==> src/rtl/corr_acq_ctrl_if.sv <==
// Control/status bundle between the channel registers, the correlator datapath
// and the acquisition sequencer.
interface corr_acq_ctrl_if #(
    parameter int unsigned PHASE_WIDTH = 12,
    parameter int unsigned POW_WIDTH   = 48
);
    logic                   start;
    logic                   abort;
    logic [POW_WIDTH-1:0]   threshold;
    logic [POW_WIDTH-1:0]   corr_pow;
    logic                   tx_phase_load;
    logic [PHASE_WIDTH-1:0] tx_code_phase;
    logic                   tx_prn_sop;
    logic                   tx_prn_eop;
    logic                   busy;
    logic                   done;
    logic                   found;
    logic [POW_WIDTH-1:0]   peak_pow;
    logic [PHASE_WIDTH-1:0] peak_phase;

    modport master (
        output start, abort, threshold, corr_pow,
        input  tx_phase_load, tx_code_phase, tx_prn_sop, tx_prn_eop,
               busy, done, found, peak_pow, peak_phase
    );

    modport slave (
        input  start, abort, threshold, corr_pow,
        output tx_phase_load, tx_code_phase, tx_prn_sop, tx_prn_eop,
               busy, done, found, peak_pow, peak_phase
    );
endinterface

==> src/rtl/corr_acq_ctrl.sv <==
// Code-phase acquisition sequencer: sweeps hypotheses, frames PRN periods for the
// correlator and tracks peak power / detection against a threshold.
module corr_acq_ctrl #(
    parameter int unsigned PRN_LEN     = 2046,
    parameter int unsigned PHASE_NUM   = 2046,
    parameter int unsigned PHASE_WIDTH = 12,
    parameter int unsigned POW_LAT     = 3,
    parameter int unsigned POW_WIDTH   = 48
) (
    input  logic            rx_clk,
    input  logic            rx_rst,
    corr_acq_ctrl_if.slave  bus
);
    localparam int unsigned CHIP_W = (PRN_LEN > 1) ? $clog2(PRN_LEN) : 1;
    localparam int unsigned LAT_W  = (POW_LAT > 1) ? $clog2(POW_LAT) : 1;
    localparam logic [CHIP_W-1:0]      CHIP_LAST  = CHIP_W'(PRN_LEN - 1);
    localparam logic [LAT_W-1:0]       LAT_LAST   = LAT_W'(POW_LAT - 1);
    localparam logic [PHASE_WIDTH-1:0] PHASE_LAST = PHASE_WIDTH'(PHASE_NUM - 1);

    typedef enum logic [2:0] {
        S_IDLE, S_LOAD, S_ACCUM, S_WAIT_POW, S_EVAL, S_DONE
    } state_t;

    state_t                 state_q, state_d;
    logic [CHIP_W-1:0]      chip_q, chip_d;
    logic [LAT_W-1:0]       lat_q, lat_d;
    logic [PHASE_WIDTH-1:0] phase_d;
    logic [POW_WIDTH-1:0]   peak_pow_d;
    logic [PHASE_WIDTH-1:0] peak_phase_d;
    logic                   found_d;

    // Next-state and next-value logic; abort out of any active state wins.
    always_comb begin
        state_d      = state_q;
        chip_d       = chip_q;
        lat_d        = lat_q;
        phase_d      = bus.tx_code_phase;
        peak_pow_d   = bus.peak_pow;
        peak_phase_d = bus.peak_phase;
        found_d      = bus.found;

        if (bus.abort && state_q != S_IDLE) begin
            state_d = S_IDLE;
        end else begin
            unique case (state_q)
                S_IDLE: begin
                    if (bus.start && !bus.abort) begin
                        state_d      = S_LOAD;
                        phase_d      = '0;
                        peak_pow_d   = '0;
                        peak_phase_d = '0;
                        found_d      = 1'b0;
                    end
                end
                S_LOAD: begin
                    state_d = S_ACCUM;
                    chip_d  = '0;
                end
                S_ACCUM: begin
                    if (chip_q == CHIP_LAST) begin
                        chip_d  = '0;
                        lat_d   = LAT_W'(1);
                        state_d = (POW_LAT == 1) ? S_EVAL : S_WAIT_POW;
                    end else begin
                        chip_d = chip_q + CHIP_W'(1);
                    end
                end
                S_WAIT_POW: begin
                    if (lat_q == LAT_LAST) state_d = S_EVAL;
                    else                   lat_d   = lat_q + LAT_W'(1);
                end
                S_EVAL: begin
                    // Strict compare keeps the earliest phase on ties.
                    if (bus.corr_pow > bus.peak_pow) begin
                        peak_pow_d   = bus.corr_pow;
                        peak_phase_d = bus.tx_code_phase;
                    end
                    if (bus.corr_pow >= bus.threshold) found_d = 1'b1;
                    if (bus.tx_code_phase == PHASE_LAST) begin
                        state_d = S_DONE;
                    end else begin
                        phase_d = bus.tx_code_phase + PHASE_WIDTH'(1);
                        state_d = S_LOAD;
                    end
                end
                S_DONE:  state_d = S_IDLE;
                default: state_d = S_IDLE;
            endcase
        end
    end

    // State, counters and registered outputs; strobes decode the upcoming state.
    always_ff @(posedge rx_clk or posedge rx_rst) begin
        if (rx_rst) begin
            state_q           <= S_IDLE;
            chip_q            <= '0;
            lat_q             <= '0;
            bus.tx_code_phase <= '0;
            bus.peak_pow      <= '0;
            bus.peak_phase    <= '0;
            bus.found         <= 1'b0;
            bus.tx_phase_load <= 1'b0;
            bus.tx_prn_sop    <= 1'b0;
            bus.tx_prn_eop    <= 1'b0;
            bus.busy          <= 1'b0;
            bus.done          <= 1'b0;
        end else begin
            state_q           <= state_d;
            chip_q            <= chip_d;
            lat_q             <= lat_d;
            bus.tx_code_phase <= phase_d;
            bus.peak_pow      <= peak_pow_d;
            bus.peak_phase    <= peak_phase_d;
            bus.found         <= found_d;
            bus.tx_phase_load <= (state_d == S_LOAD);
            bus.tx_prn_sop    <= (state_d == S_ACCUM) && (chip_d == '0);
            bus.tx_prn_eop    <= (state_d == S_ACCUM) && (chip_d == CHIP_LAST);
            bus.busy          <= (state_d inside {S_LOAD, S_ACCUM, S_WAIT_POW, S_EVAL});
            bus.done          <= (state_d == S_DONE);
        end
    end
endmodule

==> src/flat_wrapper.sv <==
// flat-port wrapper written by rule: the top's interface ports become plain ports
module corr_acq_ctrl_flat 
#(
    parameter int unsigned PRN_LEN     = 2046,
    parameter int unsigned PHASE_NUM   = 2046,
    parameter int unsigned PHASE_WIDTH = 12,
    parameter int unsigned POW_LAT     = 3,
    parameter int unsigned POW_WIDTH   = 48
)
  (rx_clk, rx_rst, bus_start, bus_abort, bus_threshold, bus_corr_pow, bus_tx_phase_load, bus_tx_code_phase, bus_tx_prn_sop, bus_tx_prn_eop, bus_busy, bus_done, bus_found, bus_peak_pow, bus_peak_phase);
  corr_acq_ctrl_if #(.PHASE_WIDTH(PHASE_WIDTH), .POW_WIDTH(POW_WIDTH)) bus_i ();
  input  logic rx_clk;
  input  logic rx_rst;
  input wire logic [$bits(bus_i.start)-1:0] bus_start;
  input wire logic [$bits(bus_i.abort)-1:0] bus_abort;
  input wire logic [$bits(bus_i.threshold)-1:0] bus_threshold;
  input wire logic [$bits(bus_i.corr_pow)-1:0] bus_corr_pow;
  output wire logic [$bits(bus_i.tx_phase_load)-1:0] bus_tx_phase_load;
  output wire logic [$bits(bus_i.tx_code_phase)-1:0] bus_tx_code_phase;
  output wire logic [$bits(bus_i.tx_prn_sop)-1:0] bus_tx_prn_sop;
  output wire logic [$bits(bus_i.tx_prn_eop)-1:0] bus_tx_prn_eop;
  output wire logic [$bits(bus_i.busy)-1:0] bus_busy;
  output wire logic [$bits(bus_i.done)-1:0] bus_done;
  output wire logic [$bits(bus_i.found)-1:0] bus_found;
  output wire logic [$bits(bus_i.peak_pow)-1:0] bus_peak_pow;
  output wire logic [$bits(bus_i.peak_phase)-1:0] bus_peak_phase;
  assign bus_i.start = bus_start;
  assign bus_i.abort = bus_abort;
  assign bus_i.threshold = bus_threshold;
  assign bus_i.corr_pow = bus_corr_pow;
  assign bus_tx_phase_load = bus_i.tx_phase_load;
  assign bus_tx_code_phase = bus_i.tx_code_phase;
  assign bus_tx_prn_sop = bus_i.tx_prn_sop;
  assign bus_tx_prn_eop = bus_i.tx_prn_eop;
  assign bus_busy = bus_i.busy;
  assign bus_done = bus_i.done;
  assign bus_found = bus_i.found;
  assign bus_peak_pow = bus_i.peak_pow;
  assign bus_peak_phase = bus_i.peak_phase;
  corr_acq_ctrl #(.PRN_LEN(PRN_LEN), .PHASE_NUM(PHASE_NUM), .PHASE_WIDTH(PHASE_WIDTH), .POW_LAT(POW_LAT), .POW_WIDTH(POW_WIDTH)) u_core (.rx_clk(rx_clk), .rx_rst(rx_rst), .bus(bus_i));
endmodule
==> config.mk <==
export PLATFORM = sky130hd
export DESIGN_NAME = corr_acq_ctrl_flat
export DESIGN_NICKNAME = d
export VERILOG_FILES = /design/src/rtl/corr_acq_ctrl_if.sv /design/src/rtl/corr_acq_ctrl.sv /design/src/flat_wrapper.sv
export SDC_FILE = /design/constraint.sdc
export NUM_CORES = 1
export LEC_CHECK = 0
export CELL_PAD_IN_SITES_DETAIL_PLACEMENT = 1
export CELL_PAD_IN_SITES_GLOBAL_PLACEMENT = 2
export CORE_ASPECT_RATIO = 0.7
export CORE_MARGIN = 2
export CORE_UTILIZATION = 29
export DETAILED_ROUTE_END_ITERATION = 7
export PLACE_DENSITY = 0.88
export SETUP_SLACK_MARGIN = 0.4
export SYNTH_ARGS = -nofsm -noshare
export SYNTH_HDL_FRONTEND = slang
export SYNTH_SLANG_ARGS = --single-unit
==> constraint.sdc <==
create_clock -name rx_clk -period 3.5 [get_ports rx_clk]
set_clock_uncertainty 0.1 [all_clocks]
set_input_delay 0.35 -clock rx_clk [delete_from_list [all_inputs] [get_ports rx_clk]]
set_output_delay 0.35 -clock rx_clk [all_outputs]
set_load 0.02 [all_outputs]
==> impl_metrics.yaml <==
synthesis:
  synth_fa_ha_area_frac: 0.198
  ys_seq_elements: 94
  ys_types: 52
  muxShareOfSynthArea: 0.00784
  synth_enable_flop_cells: 0
  synth-compound-area-share: 0.201
  ys.flop_type: "dfrtp_1"
  synthArstFlopShare: 1.00
  postSynthAreaPerCell_sq_um: 9.36
  synth_cells: 682
  syn_area_sq_um: 6380
  synth_top_family_by_area: "compound AO/OA/AOI/OAI gates"
  yosys_warnings: 0
  ys_seq_area_frac: 0.368
  synth_fp_nets: 883
  synth_xor_xnor_area_share: 0.0110
  synth-simple-area-share: 0.134
clock_tree:
  clk_latency_ps: 350
  cts_resized: 0
  cts_tree: "built"
  post_cts_buffers: 0
  clockBufferDepth: 2
  ctsHoldBuffers: 0
  cts_max_level: 3
  cts.sinks: 94
  numCtsBuffers: 9
  clk_pin_slew_worst_paths_ps: 70
  clock-root-buffer: "clkbuf_16"
flow_run:
  drv_cap: 0
timing:
  layout_min_cycle_time_ps: 2920
  setup_tns_ps: 0
  rsz0062_at_grt: "false"
  max_freq_mhz: 343
  fin_crit_sh: 0.834
  maxSlewHeadroom: 0.499
  hold_ws_ps: 405
  setup_violations: 0
  worst_slew_pin_slew_ps: 752
  drv_slew: 0
  finalHoldViolations: 0
  timing.final.ws_setup_ps: 582
pwr:
  irDropWorstVdd_uv: 266
  pwr_density_cell_nw_per_um2: 311
  leakage_nw: 4.04
floorplanning:
  core_sq_um: 21600
  num_rows: 45
  start_util: 0.295
  io_pins: 178
  die_height_um: 128
  die_w_um: 181
  die-area_sq_um: 23200
placement:
  dpl_worst_slack_ps: 115
  dp_hpwl_um: 16300
  place_congestion: 0.813
  numPortBuffers: 177
  place_inst: 1132
worst_setup_path:
  ff2ff_path_depth: 8
  arrival_ps: 3060
  crit_path_max_incr_delay_ps: 540
  path_buf_inv: 0
  r2r-start: "u_core.chip_q[0]"
  path_cells: "ha_1 -> and4_1 -> a31o_1 -> or2_1 -> o211ai_1 -> o21ai_1 -> or4_1 -> nor4_2"
  crit_family: "simple AND/OR/NAND/NOR gates"
  critPathRequiredTime_ps: 3640
  r2r_setup_slack_ps: 580
  end_kind: "register"
  reg2reg_to: "u_core.bus.tx_prn_eop"
  start_kind: "register"
  cp_max_fo: 10
  critPathKind: "reg -> reg"
  slowest_stage: "or4_1"
routing:
  drt-total-wl_um: 20300
  ant_nets: 0
  wl_per_cell_um: 17.7
  drc: 0
  drt_iter0_drc: 264
  vias_per_cell: 5.00
  drtPass1Iterations: 4
  vias: 5743
global_route:
  grt_pass1_vias: 5936
  grt-ovfl-total: 0
  grtUsageTotal: 0.177
  grt_pass1_wl_um: 32600
  grt_max_degree: 57
  antenna_found_initial: 0
cells_and_area:
  multi_input_comb_area_sq_um: 3550
  nNetsFinal: 1062
  area_delta_synth_final_pct: 38.8
  ff_latch_area_sq_um: 2350
  drive_gt1_frac: 0.0404
  fin_cells: 1148
  fillers: 2480
  num_antenna_cells: 0
min_path:
  hp-start: "u_core.bus.peak_phase[11]"
  holdPathEnd: "u_core.bus.peak_phase[11]"
  hp-class: "reg -> reg"
  hold_depth: 1
status:
  status: "finished clean"
==> worst register-to-register path, stage by stage (launching register included) <==
cell      delay [ps]
dfrtp_1          480
ha_1             260
and4_1           210
a31o_1           300
or2_1            380
o211ai_1         200
o21ai_1          130
or4_1            540
nor4_2           240
==> logic make-up after synthesis <==
logic type      count (synthesis)
simple gates                  162
compound gates                182
flops                          94
fa+ha+maj                     101
buf+inv                       130
xor+xnor                        8
mux                             5
==> worst max-delay path by stage <==
stage	start	endpoint	slack, ps	cells after the start
6_report	u_core.chip_q[0]	u_core.bus.tx_prn_eop	580	8
5_1_grt	bus_corr_pow[43]	u_core.bus.peak_phase[0]	410	11
4_1_cts	bus_corr_pow[43]	u_core.bus.peak_phase[0]	480	10
3_5_place_dp	bus_corr_pow[43]	u_core.bus.peak_phase[0]	120	10
3_3_place_gp	bus_corr_pow[43]	u_core.bus.peak_pow[38]	180	10
2_1_floorplan	rx_rst	u_core.bus.busy	600	1
==> routing by layer <==
layer  vias up  track usage  share of wire
met1      2795        0.269           0.53
met3         8       0.0318          0.036
met5         -            0              0
li1       2816            -              -
met4         0       0.0397         0.0063
met2       124        0.257           0.43
==> placed cells by master, fill, tap and decap left out, types with 7 or more instances in the layout <==
cell	Yosys	routed
a21oi_1	41	39
nor2_1	26	26
dfrtp_1	94	94
nand3_1	16	16
o21ai_0	27	27
ha_1	101	101
a21o_1	17	17
nand2_1	38	38
a22o_1	61	61
clkdlybuf4s50_1	0	177
clkbuf_16	0	9
and3_1	9	9
nand4_1	23	23
nor3_1	15	15
inv_1	111	110
buf_4	0	7
==> report_power, final <==
part | internal, W | switching, W | total [W] | leakage [nW]
Combinational | 0.000272 | 0.000300 | 0.000572 | 2.59
Clock | 0.000567 | 0.000456 | 0.00102 | 0.150
Sequential | 0.00112 | 0.0000454 | 0.00116 | 1.30
==> final cells by class <==
class / instances / area share
sequential: 94 / 0.265
multi-input combinational: 458 / 0.401
timing repair buffer: 187 / 0.213
clock buffer: 10 / 0.0258
inverter: 111 / 0.0473
clock inverter: 6 / 0.00819
tap: 282 / 0.0398
==> synthesized netlist by cell type (3+ instances only) <==
cell,number,area [sq um]
o21ai_1,3,15.0
nand4_1,23,144
buf_2,5,25.0
nor3_1,15,75.1
nand2b_1,4,25.0
and3_1,9,56.3
a21oi_1,41,205
inv_1,111,417
o21ai_0,27,135
o21a_1,5,37.5
xor2_1,4,35.0
and4_1,3,26.3
nand3_1,16,80.1
a31oi_1,3,18.8
a221oi_1,3,26.3
o211ai_1,3,22.5
mux2i_1,5,50.1
or3_1,6,37.5
a21o_1,17,128
nor4_1,5,31.3
nor2b_1,3,18.8
a22o_1,61,534
nand2_1,38,143
clkbuf_1,12,45.0
dfrtp_1,94,2350
a211oi_1,6,45.0
nor2_1,26,97.6
ha_1,101,1260
xnor2_1,4,35.0
==> per-stage QoR <==
step,instance area [sq um],power [W],util
6_report,8860,0.00276,0.410
5_1_grt,8860,0.00292,0.410
4_1_cts,8840,0.00281,0.409
3_5_place_dp,8540,0.00176,0.395
3_3_place_gp,8540,0.00174,0.395
2_1_floorplan,6380,0.00148,-
==> sequential cells by signal (all words and copies together), names as in the netlist <==
name and flops:
u_core.bus.found 1, u_core.bus.peak_phase 12, u_core.state_q 3, u_core.bus.tx_phase_load 1, u_core.chip_q 11, u_core.bus.tx_prn_sop 1
u_core.bus.tx_prn_eop 1, u_core.bus.done 1, u_core.bus.busy 1, u_core.bus.peak_pow 48, u_core.lat_q 2, u_core.bus.tx_code_phase 12
Note: power is estimated with default switching activity, not from simulation.
